===== src/rtl/interrupt_request_arbiter_pkg.sv =====
// Shared types and constants for the interrupt request arbiter.
// Latency: none (declarations only).
// Backpressure: none (declarations only).
package interrupt_request_arbiter_pkg;

    // Width of the index handed to the interrupt handler stage.
    localparam int IRQ_IDX_W = 4;

    // Out of reset every source is enabled.
    localparam logic [15:0] DEFAULT_MASK = 16'hFFFF;

    typedef enum logic [1:0] {
        ST_IDLE      = 2'd0,
        ST_REQUEST   = 2'd1,
        ST_WAIT_DONE = 2'd2
    } arb_state_t;

endpackage


===== src/rtl/interrupt_request_arbiter_if.sv =====
// Handshake between the arbiter and the downstream interrupt handler.
// Latency: none (wires only).
// Backpressure: handlerBusy from the handler acknowledges and holds off new grants.
interface interrupt_request_arbiter_if;
    import interrupt_request_arbiter_pkg::*;

    logic [IRQ_IDX_W-1:0] interruptIndexOut;
    logic                 interruptSignalOut;
    logic                 handlerBusy;

    // Arbiter side.
    modport master (
        output interruptIndexOut,
        output interruptSignalOut,
        input  handlerBusy
    );

    // Handler side.
    modport slave (
        input  interruptIndexOut,
        input  interruptSignalOut,
        output handlerBusy
    );
endinterface


===== src/rtl/interrupt_request_arbiter_irq_edge_synchronizer.sv =====
// Two-flop synchronizer plus history flop per line; emits a one-cycle rising-edge pulse.
// Latency: line sampled high at edge k -> edge output high during the cycle after k+1.
// Backpressure: none; free-running.
module irq_edge_synchronizer #(
    parameter int WIDTH = 4
) (
    input  logic             clock,
    input  logic             reset,
    input  logic [WIDTH-1:0] lines_i,
    output logic [WIDTH-1:0] edge_o
);
    logic [WIDTH-1:0] s1_q;
    logic [WIDTH-1:0] s2_q;
    logic [WIDTH-1:0] s3_q;

    // Metastability chain (s1, s2) followed by the edge-history flop (s3).
    always_ff @(posedge clock or negedge reset) begin
        if (!reset) begin
            s1_q <= '0;
            s2_q <= '0;
            s3_q <= '0;
        end else begin
            s1_q <= lines_i;
            s2_q <= s1_q;
            s3_q <= s2_q;
        end
    end

    assign edge_o = s2_q & ~s3_q;
endmodule


===== src/rtl/interrupt_request_arbiter.sv =====
// Latches interrupt edges as pending, masks, picks the lowest eligible source and hands it off.
// Latency: sampled line edge k -> pending at k+2 -> interruptSignalOut at k+3 (idle, unmasked).
// Backpressure: request held until handlerBusy seen, then no new grant until busy drops.
module interrupt_request_arbiter
    import interrupt_request_arbiter_pkg::*;
#(
    parameter int NUM_SOURCES = 4,
    parameter int INDEX_BASE  = 0
) (
    input  logic                   clock,
    input  logic                   reset,
    input  logic [NUM_SOURCES-1:0] irqLines,
    input  logic                   maskWriteEnable,
    input  logic [NUM_SOURCES-1:0] maskData,
    output logic [NUM_SOURCES-1:0] pendingOut,
    interrupt_request_arbiter_if.master hif
);
    arb_state_t             state_q, state_d;
    logic [NUM_SOURCES-1:0] pend_q, pend_d;
    logic [NUM_SOURCES-1:0] mask_q;
    logic [IRQ_IDX_W-1:0]   index_q, index_d;
    logic [IRQ_IDX_W-1:0]   win_q, win_d;
    logic [NUM_SOURCES-1:0] edge_s;
    logic [NUM_SOURCES-1:0] eligible;
    logic [NUM_SOURCES-1:0] clr;
    logic                   accept;

    // Lowest set bit position wins; scanning downward leaves the lowest one last.
    function automatic logic [IRQ_IDX_W-1:0] lowest_set(input logic [NUM_SOURCES-1:0] v);
        lowest_set = '0;
        for (int i = NUM_SOURCES - 1; i >= 0; i--) begin
            if (v[i]) lowest_set = IRQ_IDX_W'(i);
        end
    endfunction

    irq_edge_synchronizer #(.WIDTH(NUM_SOURCES)) u_sync (
        .clock   (clock),
        .reset   (reset),
        .lines_i (irqLines),
        .edge_o  (edge_s)
    );

    assign eligible = pend_q & mask_q;
    assign accept   = (state_q == ST_REQUEST) && hif.handlerBusy;

    // Clear only the accepted source; a fresh edge in the same cycle wins over the clear.
    always_comb begin
        clr = '0;
        for (int i = 0; i < NUM_SOURCES; i++) begin
            clr[i] = accept && (win_q == IRQ_IDX_W'(i));
        end
        pend_d = (pend_q & ~clr) | edge_s;
    end

    // Pending and mask registers; mask changes are seen by the next arbitration.
    always_ff @(posedge clock or negedge reset) begin
        if (!reset) begin
            pend_q <= '0;
            mask_q <= DEFAULT_MASK[NUM_SOURCES-1:0];
        end else begin
            pend_q <= pend_d;
            if (maskWriteEnable) mask_q <= maskData;
        end
    end

    // State register together with the latched index and winner position.
    always_ff @(posedge clock or negedge reset) begin
        if (!reset) begin
            state_q <= ST_IDLE;
            index_q <= '0;
            win_q   <= '0;
        end else begin
            state_q <= state_d;
            index_q <= index_d;
            win_q   <= win_d;
        end
    end

    // Next-state: grant from IDLE, accept on busy, return on busy release.
    always_comb begin
        state_d = state_q;
        case (state_q)
            ST_IDLE:      if (eligible != '0)       state_d = ST_REQUEST;
            ST_REQUEST:   if (hif.handlerBusy)      state_d = ST_WAIT_DONE;
            ST_WAIT_DONE: if (!hif.handlerBusy)     state_d = ST_IDLE;
            default:                                state_d = ST_IDLE;
        endcase
    end

    // Outputs: signal is a pure state decode; index/winner only move on grant or completion.
    always_comb begin
        hif.interruptSignalOut = (state_q == ST_REQUEST);
        index_d                = index_q;
        win_d                  = win_q;
        case (state_q)
            ST_IDLE: begin
                if (eligible != '0) begin
                    win_d   = lowest_set(eligible);
                    index_d = lowest_set(eligible) + IRQ_IDX_W'(INDEX_BASE);
                end else begin
                    index_d = '0;
                end
            end
            ST_WAIT_DONE: if (!hif.handlerBusy) index_d = '0;
            default: ;
        endcase
    end

    assign hif.interruptIndexOut = index_q;
    assign pendingOut            = pend_q;
endmodule

===== src/flat_wrapper.sv =====
// flat-port wrapper written by rule: the top's interface ports become plain ports
module interrupt_request_arbiter_flat import interrupt_request_arbiter_pkg::*;
#(
    parameter int NUM_SOURCES = 4,
    parameter int INDEX_BASE  = 0
)
  (clock, reset, irqLines, maskWriteEnable, maskData, pendingOut, hif_interruptIndexOut, hif_interruptSignalOut, hif_handlerBusy);
  interrupt_request_arbiter_if hif_i ();
  input  logic clock;
  input  logic reset;
  input  logic [NUM_SOURCES-1:0] irqLines;
  input  logic maskWriteEnable;
  input  logic [NUM_SOURCES-1:0] maskData;
  output logic [NUM_SOURCES-1:0] pendingOut;
  output wire logic [$bits(hif_i.interruptIndexOut)-1:0] hif_interruptIndexOut;
  output wire logic [$bits(hif_i.interruptSignalOut)-1:0] hif_interruptSignalOut;
  input wire logic [$bits(hif_i.handlerBusy)-1:0] hif_handlerBusy;
  assign hif_interruptIndexOut = hif_i.interruptIndexOut;
  assign hif_interruptSignalOut = hif_i.interruptSignalOut;
  assign hif_i.handlerBusy = hif_handlerBusy;
  interrupt_request_arbiter #(.NUM_SOURCES(NUM_SOURCES), .INDEX_BASE(INDEX_BASE)) u_core (.clock(clock), .reset(reset), .irqLines(irqLines), .maskWriteEnable(maskWriteEnable), .maskData(maskData), .pendingOut(pendingOut), .hif(hif_i));
endmodule

===== config.mk =====
export PLATFORM = sky130hd
export DESIGN_NAME = interrupt_request_arbiter_flat
export DESIGN_NICKNAME = d
export VERILOG_FILES = /design/src/rtl/interrupt_request_arbiter_pkg.sv /design/src/rtl/interrupt_request_arbiter_if.sv /design/src/rtl/interrupt_request_arbiter_irq_edge_synchronizer.sv /design/src/rtl/interrupt_request_arbiter.sv /design/src/flat_wrapper.sv
export SDC_FILE = /design/constraint.sdc
export NUM_CORES = 1
export LEC_CHECK = 0
export ABC_AREA = 1
export BUFFER_PORTS_ARGS = -buffer_cell sky130_fd_sc_hd__buf_2
export CAP_MARGIN = 20
export CORE_MARGIN = 2
export CORE_UTILIZATION = 54
export DETAILED_ROUTE_END_ITERATION = 6
export GPL_ROUTABILITY_DRIVEN = 1
export PLACE_DENSITY = 0.79
export SETUP_SLACK_MARGIN = 0.15
export SYNTH_ARGS = -nofsm -noshare
export SYNTH_HDL_FRONTEND = slang
export SYNTH_HIERARCHICAL = 1
export SYNTH_SLANG_ARGS = --single-unit

===== constraint.sdc =====
create_clock -name clock -period 2.8 [get_ports clock]
set_clock_uncertainty 0.15 [all_clocks]
set_input_delay 0.28 -clock clock [delete_from_list [all_inputs] [get_ports clock]]
set_output_delay 0.28 -clock clock [all_outputs]
set_load 0.1 [all_outputs]

==> metrics list <==
- The run finished with clean final reports.
- Hold repair after CTS inserted 5 buffers.
* Die Outline Area: about 2200 um2
- Vias: 665
- The first global-routing pass estimated 2401 um of wire.
- VDD sags by at most 577.2 uV.
* Clock latency reported for the late side of the worst-skew pair: 0.30 ns
- FFs w/ async S/R, synth: 100.0%
- Synth Register Bits: 26
* Die W: 46.84 um
* Summed negative setup slack over all endpoints: 0 ns
- Number of port buffers: 18
* Starting density of the core: between 50% and 60%
* Number of resized instances in the post-cts repair step: 0
- Arrival time worst endpoint: 1.36 ns
- In the synthesized netlist, mux cells make up 4.545% of the area.
- PD cells: 1024 nW/um2
* Number of buffers on the longest clock path: 2
- The first detailed-routing pass took 4 iterations.
- Setup repair after global routing left no endpoint under its margin.
- Sequential cells account for about two fifths of the total power.
- Of the available clock period, the critical path in the final layout requires 63.78%.
* Power dissipated by switching net loads: 591.9 uW
- Of the total power, combinational logic draws about 46%.
- Depth of the CTS H-tree: 1
* Average cell area after synthesis: 11.01 um2
- Of the total power, the share spent switching nets is between 40 and 50%.
- For this block, the initial DRC count from the detailed router was 11.
- In the global route stage, overall resource usage came out at 15.91%.
- The number of setup buffers added after CTS is 0.
* CTS Buf Count: 3
* Hold Vio Cnt, Final: 0
* Total DRC errors in the routed layout: 0
* Distinct cells, synth: 15
- The core region is between 1500 and 2000 um2.
- Based on the critical path, the design can be clocked at up to about 560 MHz.
* Number of global-route vias before repair: 605
- Summing the areas of all xor and xnor instances in the mapped netlist gives 0% of the synthesized area.
* IO Pins: 21
- Placement Cell Area: 1101 um2
- After the last flow step, the layout net total stands at about 130.
- For this block, the routed nets add up to 1472 um of wire.
* Most repeated cell in the gate-level netlist after synthesis: sky130_fd_sc_hd__nand2_1
* Buffer type at the clock tree root: sky130_fd_sc_hd__clkbuf_4
- Detailed-placement wirelength estimate: 1092 um
- Share of layout cells above drive strength 1: 35.34%
- Clock group share of total power: 12.3%
- Number of pins with negative max-slew slack in the final report: 0
* Synthesized-area fraction occupied by and/or/nand/nor cells: 18.43%
* Area share of the largest cell type after synthesis: 55.56%
- The die is around 47 um tall.
- Number of antenna violations at the first check in global routing: 0
* Post-CTS clock slew at the launch and capture registers of the worst setup and hold paths: between 0.1 and 0.15 ns
- Number of rows in the core area: 15
- Final critical-path required period: roughly 1.8 ns
- Required time at the worst-slack endpoint: 2.37 ns
- Setup crit start kind: flop
- From synthesis to final layout, the design area changed by 18.81%.
* Synth Area in Compound Gates: 4.040%
- The share of the Yosys chip area taken by registers is about 66%.
- For the pin with the worst max-slew slack, the measured transition is ~0.55 ns.
- The repair_antennas step left the layout with diodes totalling 0.
* Avg WL per Cell: 10.44 um
- # clock sinks: 26
- Ranked by instance count, the synthesized netlist is headed by sky130_fd_sc_hd__nand2_1, sky130_fd_sc_hd__dfrtp_1, sky130_fd_sc_hd__inv_1.
- Entering global routing, the biggest net connects 27 pins.
* Synth area leader: sky130_fd_sc_hd__dfrtp_1
- Critical path fanouts, max: 3
* Arithmetic-cell share of the synthesized area counting full adders, half adders and majority gates: 0%
* Via density per instance: 4.716
- Number of instances in the synthesized netlist: 90
- Weighted congestion reported at the end of routability-driven placement: 0.7554
* Dominant register cell in the synthesized netlist: sky130_fd_sc_hd__dfrtp_1
* Cell-internal power: 613.7 uW
* Maxcap violations: 0
* TritonCTS clock tree: built
- Final non-filler cell area: 1177 um2
- Ranking of synthesized cells by area: sky130_fd_sc_hd__dfrtp_1, sky130_fd_sc_hd__dfstp_2, sky130_fd_sc_hd__nand2_1
- Final global-route overflow total: 0
* Max_slew headroom: 63.62%
- Total of warnings raised by yosys: 6
* Total standard cell area after synthesis: 991.0 um2
- Count of flip-flops with a built-in enable after synthesis: 0
- Antenna viol nets, final: 0
- In this run the static leakage power is 0.5960 nW.
- Setup violators final: 0
- The critical path is of the reg2out type.
* Dominant combinational cell family by area after synthesis: simple AND/OR/NAND/NOR gates
* Type of the tightest min-delay check: in2reg
* Nature of the critical path endpoint: primary output
per-stage QoR:
step | worst slack [ns] | std cells | power [mW] | hold WS (ns) | utilization (%)
4_1_cts | 0.9888 | 141 | 1.219 | 0.04675 | 68.19
3_3_place_gp | 1.382 | 132 | 1.046 | 0.1359 | 63.77
5_1_grt | 0.9652 | 141 | 1.265 | 0.03979 | 68.19
3_5_place_dp | 1.352 | 132 | 1.062 | 0.1459 | 63.77
2_1_floorplan | 1.117 | 91 | 0.9673 | -0.1656 | -
6_report | 1.014 | 141 | 1.206 | 0.05537 | 68.19
worst paths after layout:
kind,end,cells after the start,slack (ns),start
worst max-delay path,hif_interruptSignalOut,2,1.01,u_core/state_q[1]
worst min-delay path,u_core/mask_q[3],2,0.06,maskData[3]
worst max register to register,u_core/win_q[0],4,1.58,u_core/state_q[1]
worst min register to register,u_core/u_sync/s2_q[3],0,0.22,u_core/u_sync/s1_q[3]
max in group asynchronous,u_core/mask_q[2],2,1.79,reset
min in group asynchronous,u_core/u_sync/s1_q[2],2,0.34,reset
layout by cell type, fill, tap and decap left out:
| master | synthesis | routed |
|---|---|---|
| sky130_fd_sc_hd__buf_2 | 0 | 18 |
| sky130_fd_sc_hd__nand4_1 | 1 | 1 |
| sky130_fd_sc_hd__a21oi_1 | 1 | 1 |
| sky130_fd_sc_hd__nor2_2 | 5 | 5 |
| sky130_fd_sc_hd__nand2_4 | 1 | 1 |
| sky130_fd_sc_hd__dfstp_2 | 4 | 4 |
| sky130_fd_sc_hd__inv_1 | 12 | 12 |
| sky130_fd_sc_hd__inv_2 | 1 | 1 |
| sky130_fd_sc_hd__nor2_4 | 1 | 1 |
| sky130_fd_sc_hd__conb_1 | 1 | 2 |
| sky130_fd_sc_hd__dfrtp_1 | 22 | 22 |
| sky130_fd_sc_hd__o21ai_2 | 4 | 4 |
| sky130_fd_sc_hd__clkbuf_4 | 0 | 3 |
| sky130_fd_sc_hd__nand2_1 | 26 | 26 |
| sky130_fd_sc_hd__mux2_2 | 4 | 4 |
| sky130_fd_sc_hd__dlygate4sd3_1 | 0 | 5 |
| sky130_fd_sc_hd__nand3_1 | 5 | 5 |
| sky130_fd_sc_hd__clkbuf_1 | 0 | 1 |
final cells by class:
cell class	count	area [um2]
Clock buffer	4	26.28
Fill cell	144	549.3
Inverter	13	48.80
Multi-Input combinational cell	50	275.3
Sequential cell	26	655.6
Tap cell	25	31.28
Timing Repair Buffer	23	140.1
cells by family after synthesis:
kind of cell	count (synthesis)
simple gates	39
mux	4
compound gates	5
other cells	1
flops	26
buf+inv	15
state kept, by name, indices dropped and copies added, names as in the netlist:
name / count
u_core/pendingOut: 4
u_core/hif.interruptIndexOut: 2
u_core/mask_q: 4
u_core/u_sync/s3_q: 4
u_core/win_q: 2
u_core/state_q: 2
u_core/u_sync/s2_q: 4
u_core/u_sync/s1_q: 4
per-layer routing:
metal	global-route usage (%)	wire length, um
met5	0	0
met4	8.333	15
met3	2.308	51
met2	27.12	781
met1	19.64	623
critical path, cell delays in order, from the launching register on:
cell                      delay (ns)
sky130_fd_sc_hd__dfrtp_1        0.45
sky130_fd_sc_hd__nor2_4         0.16
sky130_fd_sc_hd__buf_2          0.44
power by group through the flow:
stage / registers (mW) / clock network, mW / logic, mW
after floorplan: 0.712 / 0 / 0.255
after global placement: 0.507 / 0 / 0.540
after detailed placement: 0.512 / 0 / 0.550
after CTS: 0.505 / 0.157 / 0.558
after global routing: 0.509 / 0.168 / 0.588
final: 0.503 / 0.148 / 0.554
Note: power is estimated with default switching activity, not from simulation.
